[src/rtl/dispensador_billetes_pkg.sv]
// Shared cajero definitions: denomination codes and values, withdrawal limit,
// mechanism acknowledge timeout and the dispenser state encoding.
package dispensador_billetes_pkg;

    localparam int NUM_DENOM   = 5;
    localparam int CANT_W      = 16;
    localparam int TIMEOUT_ACK = 1024;

    localparam logic [31:0] MAX_RETIRO = 32'd400000;

    localparam logic [2:0] COD_20000 = 3'd0;
    localparam logic [2:0] COD_10000 = 3'd1;
    localparam logic [2:0] COD_5000  = 3'd2;
    localparam logic [2:0] COD_2000  = 3'd3;
    localparam logic [2:0] COD_1000  = 3'd4;

    typedef enum logic [2:0] {
        ST_IDLE       = 3'd0,
        ST_VALIDAR    = 3'd1,
        ST_PLANEAR    = 3'd2,
        ST_DISPENSAR  = 3'd3,
        ST_ESPERA_ACK = 3'd4,
        ST_PAUSA      = 3'd5,
        ST_FIN        = 3'd6
    } estado_t;

    typedef logic [NUM_DENOM-1:0][CANT_W-1:0] cant_vec_t;

    function automatic logic [31:0] valor_denom(input logic [2:0] cod);
        case (cod)
            COD_20000: return 32'd20000;
            COD_10000: return 32'd10000;
            COD_5000:  return 32'd5000;
            COD_2000:  return 32'd2000;
            COD_1000:  return 32'd1000;
            default:   return 32'd0;
        endcase
    endfunction

endpackage

[src/rtl/dispensador_billetes_inventario.sv]
// Five bill counters: overwritten by a load, decremented by one per delivered bill.
// A counter at zero never decrements, so it cannot wrap.
module inventario_billetes
    import dispensador_billetes_pkg::*;
(
    input  logic              clk,
    input  logic              reset,
    input  logic              carga_en,
    input  logic [2:0]        carga_denom,
    input  logic [CANT_W-1:0] carga_cant,
    input  logic              dec_en,
    input  logic [2:0]        dec_denom,
    output cant_vec_t         cant
);

    cant_vec_t cant_q, cant_d;

    // Codes 5..7 match no counter and are dropped here.
    always_comb begin
        cant_d = cant_q;
        for (int d = 0; d < NUM_DENOM; d++) begin
            if (carga_en && carga_denom == 3'(d)) begin
                cant_d[d] = carga_cant;
            end else if (dec_en && dec_denom == 3'(d) && cant_q[d] != '0) begin
                cant_d[d] = cant_q[d] - 16'd1;
            end
        end
    end

    always_ff @(posedge clk or posedge reset) begin
        if (reset) begin
            cant_q <= '0;
        end else begin
            cant_q <= cant_d;
        end
    end

    assign cant = cant_q;

endmodule

[src/rtl/dispensador_billetes.sv]
// Bill dispenser: validates a requested amount, plans a greedy bill mix against
// the inventory, then hands bills to the mechanism one at a time with an ack timeout.
module dispensador_billetes
    import dispensador_billetes_pkg::*;
(
    input  logic              clk,
    input  logic              reset,
    input  logic              entregar_dinero,
    input  logic [31:0]       monto,
    input  logic              carga_stb,
    input  logic [2:0]        carga_denom,
    input  logic [CANT_W-1:0] carga_cant,
    input  logic              dispensa_ack,
    output logic              billete_stb,
    output logic [2:0]        billete_denom,
    output logic              ocupado,
    output logic              dispensado_ok,
    output logic              monto_invalido,
    output logic              sin_billetes,
    output logic              falla_mecanica,
    output logic [2:0]        estado_disp
);

    localparam logic [9:0] TIMER_CARGA = 10'(TIMEOUT_ACK - 1);
    localparam logic [2:0] ULTIMA      = 3'(NUM_DENOM - 1);

    estado_t     estado_q, estado_d;
    logic [31:0] resto_q, resto_d;
    cant_vec_t   plan_q, plan_d;
    logic [2:0]  idx_q, idx_d;
    logic [2:0]  denom_q, denom_d;
    logic [9:0]  timer_q, timer_d;
    logic        stb_q, stb_d;

    cant_vec_t   inv_cant;
    logic        monto_malo, puede_tomar, plan_fin, plan_pendiente;
    logic        ack_ok, timer_tc, carga_en, dec_en;
    logic [2:0]  sel_denom;

    inventario_billetes u_inv (
        .clk         (clk),
        .reset       (reset),
        .carga_en    (carga_en),
        .carga_denom (carga_denom),
        .carga_cant  (carga_cant),
        .dec_en      (dec_en),
        .dec_denom   (denom_q),
        .cant        (inv_cant)
    );

    assign monto_malo     = (resto_q == '0) || ((resto_q % 32'd1000) != '0) || (resto_q > MAX_RETIRO);
    assign puede_tomar    = (resto_q >= valor_denom(idx_q)) && (plan_q[idx_q] < inv_cant[idx_q]);
    assign plan_fin       = !puede_tomar && (idx_q == ULTIMA);
    assign plan_pendiente = |plan_q;
    assign ack_ok         = dispensa_ack && stb_q;
    assign timer_tc       = (timer_q == '0);
    assign carga_en       = (estado_q == ST_IDLE) && carga_stb && !entregar_dinero;
    assign dec_en         = (estado_q == ST_ESPERA_ACK) && ack_ok;

    always_comb begin
        sel_denom = '0;
        for (int d = NUM_DENOM - 1; d >= 0; d--) begin
            if (plan_q[d] != '0) sel_denom = 3'(d);
        end
    end

    always_ff @(posedge clk or posedge reset) begin
        if (reset) begin
            estado_q <= ST_IDLE;
        end else begin
            estado_q <= estado_d;
        end
    end

    always_comb begin
        estado_d = estado_q;
        case (estado_q)
            ST_IDLE:       if (entregar_dinero) estado_d = ST_VALIDAR;
            ST_VALIDAR:    estado_d = monto_malo ? ST_IDLE : ST_PLANEAR;
            ST_PLANEAR:    if (plan_fin) estado_d = (resto_q == '0) ? ST_DISPENSAR : ST_IDLE;
            ST_DISPENSAR:  estado_d = ST_ESPERA_ACK;
            ST_ESPERA_ACK: begin
                if (ack_ok)        estado_d = ST_PAUSA;
                else if (timer_tc) estado_d = ST_IDLE;
            end
            ST_PAUSA:      estado_d = plan_pendiente ? ST_DISPENSAR : ST_FIN;
            ST_FIN:        estado_d = ST_IDLE;
            default:       estado_d = ST_IDLE;
        endcase
    end

    always_comb begin
        ocupado        = (estado_q != ST_IDLE);
        monto_invalido = (estado_q == ST_VALIDAR) && monto_malo;
        sin_billetes   = (estado_q == ST_PLANEAR) && plan_fin && (resto_q != '0);
        falla_mecanica = (estado_q == ST_ESPERA_ACK) && !ack_ok && timer_tc;
        dispensado_ok  = (estado_q == ST_FIN);
        estado_disp    = estado_q;
        billete_stb    = stb_q;
        billete_denom  = denom_q;
    end

    always_comb begin
        resto_d = resto_q;
        plan_d  = plan_q;
        idx_d   = idx_q;
        denom_d = denom_q;
        timer_d = timer_q;
        case (estado_q)
            ST_IDLE: if (entregar_dinero) resto_d = monto;
            ST_VALIDAR: idx_d = '0;
            ST_PLANEAR: begin
                if (puede_tomar) begin
                    plan_d[idx_q] = plan_q[idx_q] + 16'd1;
                    resto_d       = resto_q - valor_denom(idx_q);
                end else if (idx_q != ULTIMA) begin
                    idx_d = idx_q + 3'd1;
                end else if (resto_q != '0) begin
                    plan_d = '0;
                end
            end
            ST_DISPENSAR: begin
                denom_d = sel_denom;
                timer_d = TIMER_CARGA;
            end
            ST_ESPERA_ACK: begin
                if (ack_ok) begin
                    plan_d[denom_q] = plan_q[denom_q] - 16'd1;
                end else if (timer_tc) begin
                    plan_d = '0;
                end else begin
                    timer_d = timer_q - 10'd1;
                end
            end
            default: ;
        endcase
    end

    // The strobe rises one cycle into ESPERA_ACK and falls on the accepted ack or timeout.
    assign stb_d = (estado_q == ST_ESPERA_ACK) && (estado_d == ST_ESPERA_ACK);

    always_ff @(posedge clk or posedge reset) begin
        if (reset) begin
            resto_q <= '0;
            plan_q  <= '0;
            idx_q   <= '0;
            denom_q <= '0;
            timer_q <= '0;
            stb_q   <= 1'b0;
        end else begin
            resto_q <= resto_d;
            plan_q  <= plan_d;
            idx_q   <= idx_d;
            denom_q <= denom_d;
            timer_q <= timer_d;
            stb_q   <= stb_d;
        end
    end

endmodule

[config.mk]
export PLATFORM = sky130hd
export DESIGN_NAME = dispensador_billetes
export DESIGN_NICKNAME = d
export VERILOG_FILES = /design/src/rtl/dispensador_billetes_pkg.sv /design/src/rtl/dispensador_billetes_inventario.sv /design/src/rtl/dispensador_billetes.sv
export SDC_FILE = /design/constraint.sdc
export NUM_CORES = 1
export LEC_CHECK = 0
export BUFFER_PORTS_ARGS = -buffer_cell sky130_fd_sc_hd__buf_2
export CAP_MARGIN = 25
export CORE_MARGIN = 3
export CORE_UTILIZATION = 60
export DETAILED_ROUTE_END_ITERATION = 16
export PLACE_DENSITY = 0.77
export SYNTH_ARGS = -nofsm -noshare
export SYNTH_HDL_FRONTEND = slang
export SYNTH_SLANG_ARGS = --single-unit
[constraint.sdc]
create_clock -name clk -period 35.4 [get_ports clk]
set_clock_uncertainty 0.15 [all_clocks]
set_input_delay 8.85 -clock clk [delete_from_list [all_inputs] [get_ports clk]]
set_output_delay 8.85 -clock clk [all_outputs]
set_load 0.005 [all_outputs]
==> impl_metrics.json, run 1 <==
{
  "grt_pass1_wl_um": 118000,
  "nNetsFinal": 2917,
  "drive_gt1_share_pct": 11.2,
  "cts_resized": 0,
  "area_growth_pct": 6.29,
  "dieWidth_um": 197,
  "endpoint": "monto_invalido",
  "synth_area_um2": 22000,
  "firstDrtPassIters": 6,
  "clkTransAtPathRegs_ns": 0.06,
  "synthAdderAreaFrac_pct": 2.56,
  "worstPathRequired_ns": 26.40,
  "numCtsBuffers": 24,
  "ant_nets": 0,
  "post-route-period-util_pct": 80.6,
  "syn_area_per_cell_um2": 7.68,
  "overflow": 0,
  "yosysUniqueCellTypes": 144,
  "globalplace.congestion": 1.00,
  "slew_violations": 0,
  "synth_top_family_by_area": "compound AO/OA/AOI/OAI gates",
  "synth_seq_cells": 212,
  "max_freq_mhz": 35.0,
  "clockRootBuffer": "clkbuf_16",
  "hold_class": "reg -> reg",
  "placeableCoreArea_um2": 35800,
  "drc": 0,
  "grt_max_degree": 100,
  "synthXorXnorAreaFrac_pct": 5.08,
  "viasPerCell": 7.12,
  "status": "complete, no violations",
  "synth_flop_cell": "dfrtp_1",
  "synthMuxAreaShare_pct": 5.33,
  "first_global_vias": 22100,
  "num_rows": 69,
  "worstPathArrival_ns": 19.54,
  "r2r_end": "estado_disp[1]",
  "critPathMaxStageDelay_ns": 0.91,
  "setup_slack_ns": 6.86,
  "clk_latency_ns": 0.55,
  "critical_path.slowest_cell": "a2111oi_1",
  "synth_edf_count": 0,
  "nFillCells": 3100,
  "dieHeight_um": 197,
  "ys_warn_count": 0,
  "hold_viol": 0,
  "dieArea_um2": 39000,
  "max-cap-violations": 0,
  "cts_buffer_depth": 3,
  "boundaryPins": 68,
  "io_buffers": 67,
  "dp_hpwl_um": 53200,
  "worstPathMaxFanout": 15,
  "layout_min_cycle_time_ns": 28.54,
  "syn_nets": 2958,
  "ys_seq_area_share_pct": 24.1,
  "r2r_cells": 54,
  "maxSlewHeadroom_pct": 25.7,
  "cts_tree": "yes",
  "cts_hold_buf": 0,
  "post-place-ws_ns": 7.86,
  "critPathLaunch": "resto_q[27]",
  "synth_async_sr_flop_share_pct": 100,
  "crit_type": "reg -> out",
  "rsz0062_at_grt": "no",
  "post-cts-setup-buffers": 0,
  "antenna_found_initial": 1,
  "grtUsageTotal_pct": 36.9,
  "synth_cells": 2861,
  "totalWireLength_um": 74600,
  "synth-simple-area-share_pct": 25.1,
  "vias": 23600,
  "worstSetupStartpointType": "register",
  "end_kind": "output pin",
  "start_util_pct": 61.4,
  "tightest_slew_ns": 1.11,
  "utilization_pct": 65.2,
  "cts.sinks": 212,
  "r2r_slack_ns": 16.57,
  "cts.htree.levels": 1,
  "drtIter0Drc": 2632,
  "wire_per_inst_um": 22.6,
  "totalNegativeSetupSlack_ns": 0,
  "synth_compound_area_share_pct": 32.9,
  "critical_path.most_common_cell": "a211oi_2",
  "finalSetupViolations": 0,
  "reg2reg_from": "resto_q[27]"
}
## sequential cells by signal, indices dropped and copies added, names as in the netlist
register       count
billete_denom      3
estado_disp        3
resto_q           32
idx_q              3
u_inv.cant        80
timer_q           10
plan_q            80
billete_stb        1
## layout by cell type (no fill, tap or decap), types with 72 or more instances in the layout
cell,n
nand3_1,97
a21oi_1,261
nor2_1,312
inv_1,72
xnor2_1,93
nor3_1,90
nand2_1,252
a22oi_1,110
dfrtp_1,210
o21ai_0,162
## how the worst min path moves through the flow
stage                                end            from  cells past startpoint
after floorplan           u_inv.cant[17]  u_inv.cant[17]                      1
after global placement    u_inv.cant[17]  u_inv.cant[17]                      1
after detailed placement  u_inv.cant[17]  u_inv.cant[17]                      1
after CTS                 u_inv.cant[17]  u_inv.cant[17]                      1
after global routing      u_inv.cant[17]  u_inv.cant[17]                      1
final                     u_inv.cant[17]  u_inv.cant[17]                      1
## critical path, delay by kind of cell, from the launching register on
family | cells | cell delay (ns)
buffers and inverters | 1 | 0.21
AND/OR/NAND/NOR | 17 | 4.96
flip-flops | 1 | 0.63
XOR/XNOR | 3 | 1.04
AO/OA/AOI/OAI | 32 | 11.34
multiplexers | 2 | 0.77
## cell type report
type	instances	area (µm²)	area share [%]
Multi-Input combinational cell	2400	15700	67.1
Antenna cell	7	17.5	0.0750
Clock buffer	36	727	3.11
Tap cell	461	577	2.47
Sequential cell	212	5310	22.7
Inverter	81	312	1.33
Clock inverter	8	146	0.627
Timing Repair Buffer	101	599	2.57
## cells by family after synthesis
kind of cell | Yosys count
AND/OR/NAND/NOR | 1113
AO/OA/AOI/OAI | 1020
buffers and inverters | 249
flip-flops | 212
XOR/XNOR | 125
multiplexers | 97
adder cells (fa/ha/maj) | 45
## cell usage after synthesis, types with 12 or more instances
cell / count / area [µm²]
nand2_1: 253 / 950
inv_1: 73 / 274
and3_1: 38 / 238
o211ai_1: 35 / 263
a22oi_1: 110 / 826
dfrtp_1: 212 / 5310
and2_1: 38 / 238
mux2i_1: 46 / 460
buf_4: 19 / 143
o21ai_1: 15 / 75.1
nor4_1: 62 / 388
a211oi_1: 39 / 293
xnor2_1: 93 / 815
nand2b_1: 31 / 194
buf_2: 27 / 135
a21o_1: 35 / 263
a21oi_1: 262 / 1310
nor3b_1: 12 / 90.1
nor2b_1: 24 / 150
or3_1: 28 / 175
nor2_1: 312 / 1170
o21a_1: 25 / 188
xor2_1: 29 / 254
o21ai_0: 162 / 811
nand3_1: 97 / 485
mux2_2: 35 / 394
ha_1: 40 / 500
o31ai_1: 16 / 120
nand4_1: 31 / 194
o22ai_1: 27 / 169
a31oi_1: 34 / 213
clkbuf_1: 111 / 417
nor3_1: 98 / 490
## stage by stage
step,hold slack (ns),instance area (µm²),cells
after floorplan,0.300,22000,2861
after global placement,0.311,22400,3252
after detailed placement,0.321,22500,3254
after CTS,0.335,23300,3298
after global routing,0.358,23300,3299
final,0.336,23400,3306
## per-layer routing
layer	part of all wire, %	track usage (%)
met5	0.015	0
met4	4.7	15.8
met3	9.4	5.82
met2	46	60.5
met1	40	48.6
Power of run 1 is not shown: default switching activity piles up to over one toggle a cycle in this logic, so the estimate is an artifact.
==> run 2, diff against run 1 <==
Clock period 35.4 ns to 27.6 ns, I/O delays scaled along.
==> run 2 against run 1 <==
Effect of this change: final cell count down 0.18%; count of clock-buffer cells in the layout decreased by 3; critical path depth rose by 1; worst setup slack lost 5.6 ns; via count is 0.97% higher; sequential cell count is the same; wire length fell by 0.30%; utilization shrank 0.21 points; register-to-register slack got worse by 7.6 ns.
==> impl_metrics.json, run 2 (same netlist as run 1, synthesis figures left out) <==
{
  "critPathMaxStageDelay_ns": 0.69,
  "drive_gt1_share_pct": 11.3,
  "most-common-layout-cells": "nor2_1, a21oi_1, nand2_1",
  "clkTransAtPathRegs_ns": 0.06,
  "worstPathArrival_ns": 19.33,
  "grt_use_met3_pct": 5.17,
  "worstSetupStartpointType": "register",
  "status": "complete, no violations",
  "dp_hpwl_um": 53100,
  "maxSlewHeadroom_pct": 26.7,
  "dieWidth_um": 197,
  "clockRootBuffer": "clkbuf_16",
  "critical_path.most_common_cell": "xnor2_1",
  "cts_resized": 0,
  "ant_nets": 0,
  "num_rows": 69,
  "hold_class": "reg -> reg",
  "drtIter0Drc": 2625,
  "cts_tree": "yes",
  "wire_per_inst_um": 22.5,
  "cts.htree.levels": 1,
  "numCtsBuffers": 24,
  "post-route-period-util_pct": 95.6,
  "whs_ns": 0.329,
  "drc": 0,
  "area_growth_pct": 5.95,
  "totalNegativeSetupSlack_ns": 0,
  "clk_latency_ns": 0.56,
  "globalplace.congestion": 1.01,
  "first_global_vias": 22100,
  "layout_commonest_cell": "nor2_1",
  "nFillCells": 3101,
  "end_kind": "output pin",
  "layout_min_cycle_time_ns": 26.38,
  "vias": 23800,
  "top_usage_layer": "met2",
  "start_util_pct": 61.4,
  "gr-usage-met2_pct": 60.3,
  "firstDrtPassIters": 6,
  "placeableCoreArea_um2": 35800,
  "met1_usage_pct": 48.6,
  "overflow": 0,
  "tightest_slew_ns": 1.10,
  "dieHeight_um": 197,
  "dpl_cell_area_um2": 22500,
  "cts.sinks": 212,
  "io_buffers": 67,
  "finalSetupViolations": 0,
  "grt_pass1_wl_um": 118000,
  "viasPerCell": 7.21,
  "hold_viol": 0,
  "layout.area.seq_um2": 5310,
  "post-cts-setup-buffers": 0,
  "cts_buffer_depth": 3,
  "grtUsageTotal_pct": 36.9,
  "max_freq_mhz": 37.9,
  "totalWireLength_um": 74400,
  "max-cap-violations": 0,
  "multi_input_area_um2": 15700,
  "dieArea_um2": 39000,
  "cts_hold_buf": 0,
  "crit_type": "reg -> out",
  "boundaryPins": 68,
  "worstPathMaxFanout": 14,
  "critical_path.slowest_cell": "o22ai_1",
  "post-place-ws_ns": 2.02,
  "nNetsFinal": 2917,
  "fin_area_um2": 23300,
  "setup_slack_ns": 1.22,
  "slew_violations": 0,
  "worstPathRequired_ns": 20.55,
  "rsz0062_at_grt": "no",
  "grt_max_degree": 75,
  "antenna_found_initial": 1
}
[run 2: critical path, delay by kind of cell, from the launching register on]
kind | cells | cell delay (ns)
compound gates | 29 | 10.20
simple gates | 17 | 4.62
mux | 4 | 1.51
xor+xnor | 4 | 1.22
flops | 1 | 0.62
buf+inv | 2 | 0.60
[run 2: final timing paths]
kind | from | endpoint | slack (ns) | cells after the start
worst max-delay path | resto_q[23] | monto_invalido | 1.22 | 56
worst min-delay path | u_inv.cant[17] | u_inv.cant[17] | 0.33 | 1
worst max register to register | resto_q[23] | estado_disp[1] | 8.93 | 55
worst min register to register | u_inv.cant[17] | u_inv.cant[17] | 0.33 | 1
max in group asynchronous | reset | plan_q[54] | 19.71 | 3
min in group asynchronous | reset | u_inv.cant[22] | 6.28 | 2
[run 2: area by class of cell]
class	count	area share, %
Inverter	81	1.34
Antenna cell	5	0.0537
Clock buffer	33	2.99
Timing Repair Buffer	101	2.63
Sequential cell	212	22.8
Multi-Input combinational cell	2400	67.4
Tap cell	461	2.48
Clock inverter	7	0.295
[run 2: routing by layer]
| layer | share of wire, % | wire, µm |
|---|---|---|
| met3 | 10 | 7490 |
| met4 | 5.3 | 3920 |
| met2 | 46 | 33900 |
| met1 | 39 | 29100 |
| met5 | 0.017 | 13 |
[run 2: through the flow]
step           cells  util [%]
3_5_place_dp    3253      62.7
5_1_grt         3295      65.0
4_1_cts         3293      64.8
3_3_place_gp    3251      62.6
2_1_floorplan   2861         -
6_report        3300      65.0
Power of run 2 is left out for the same reason.
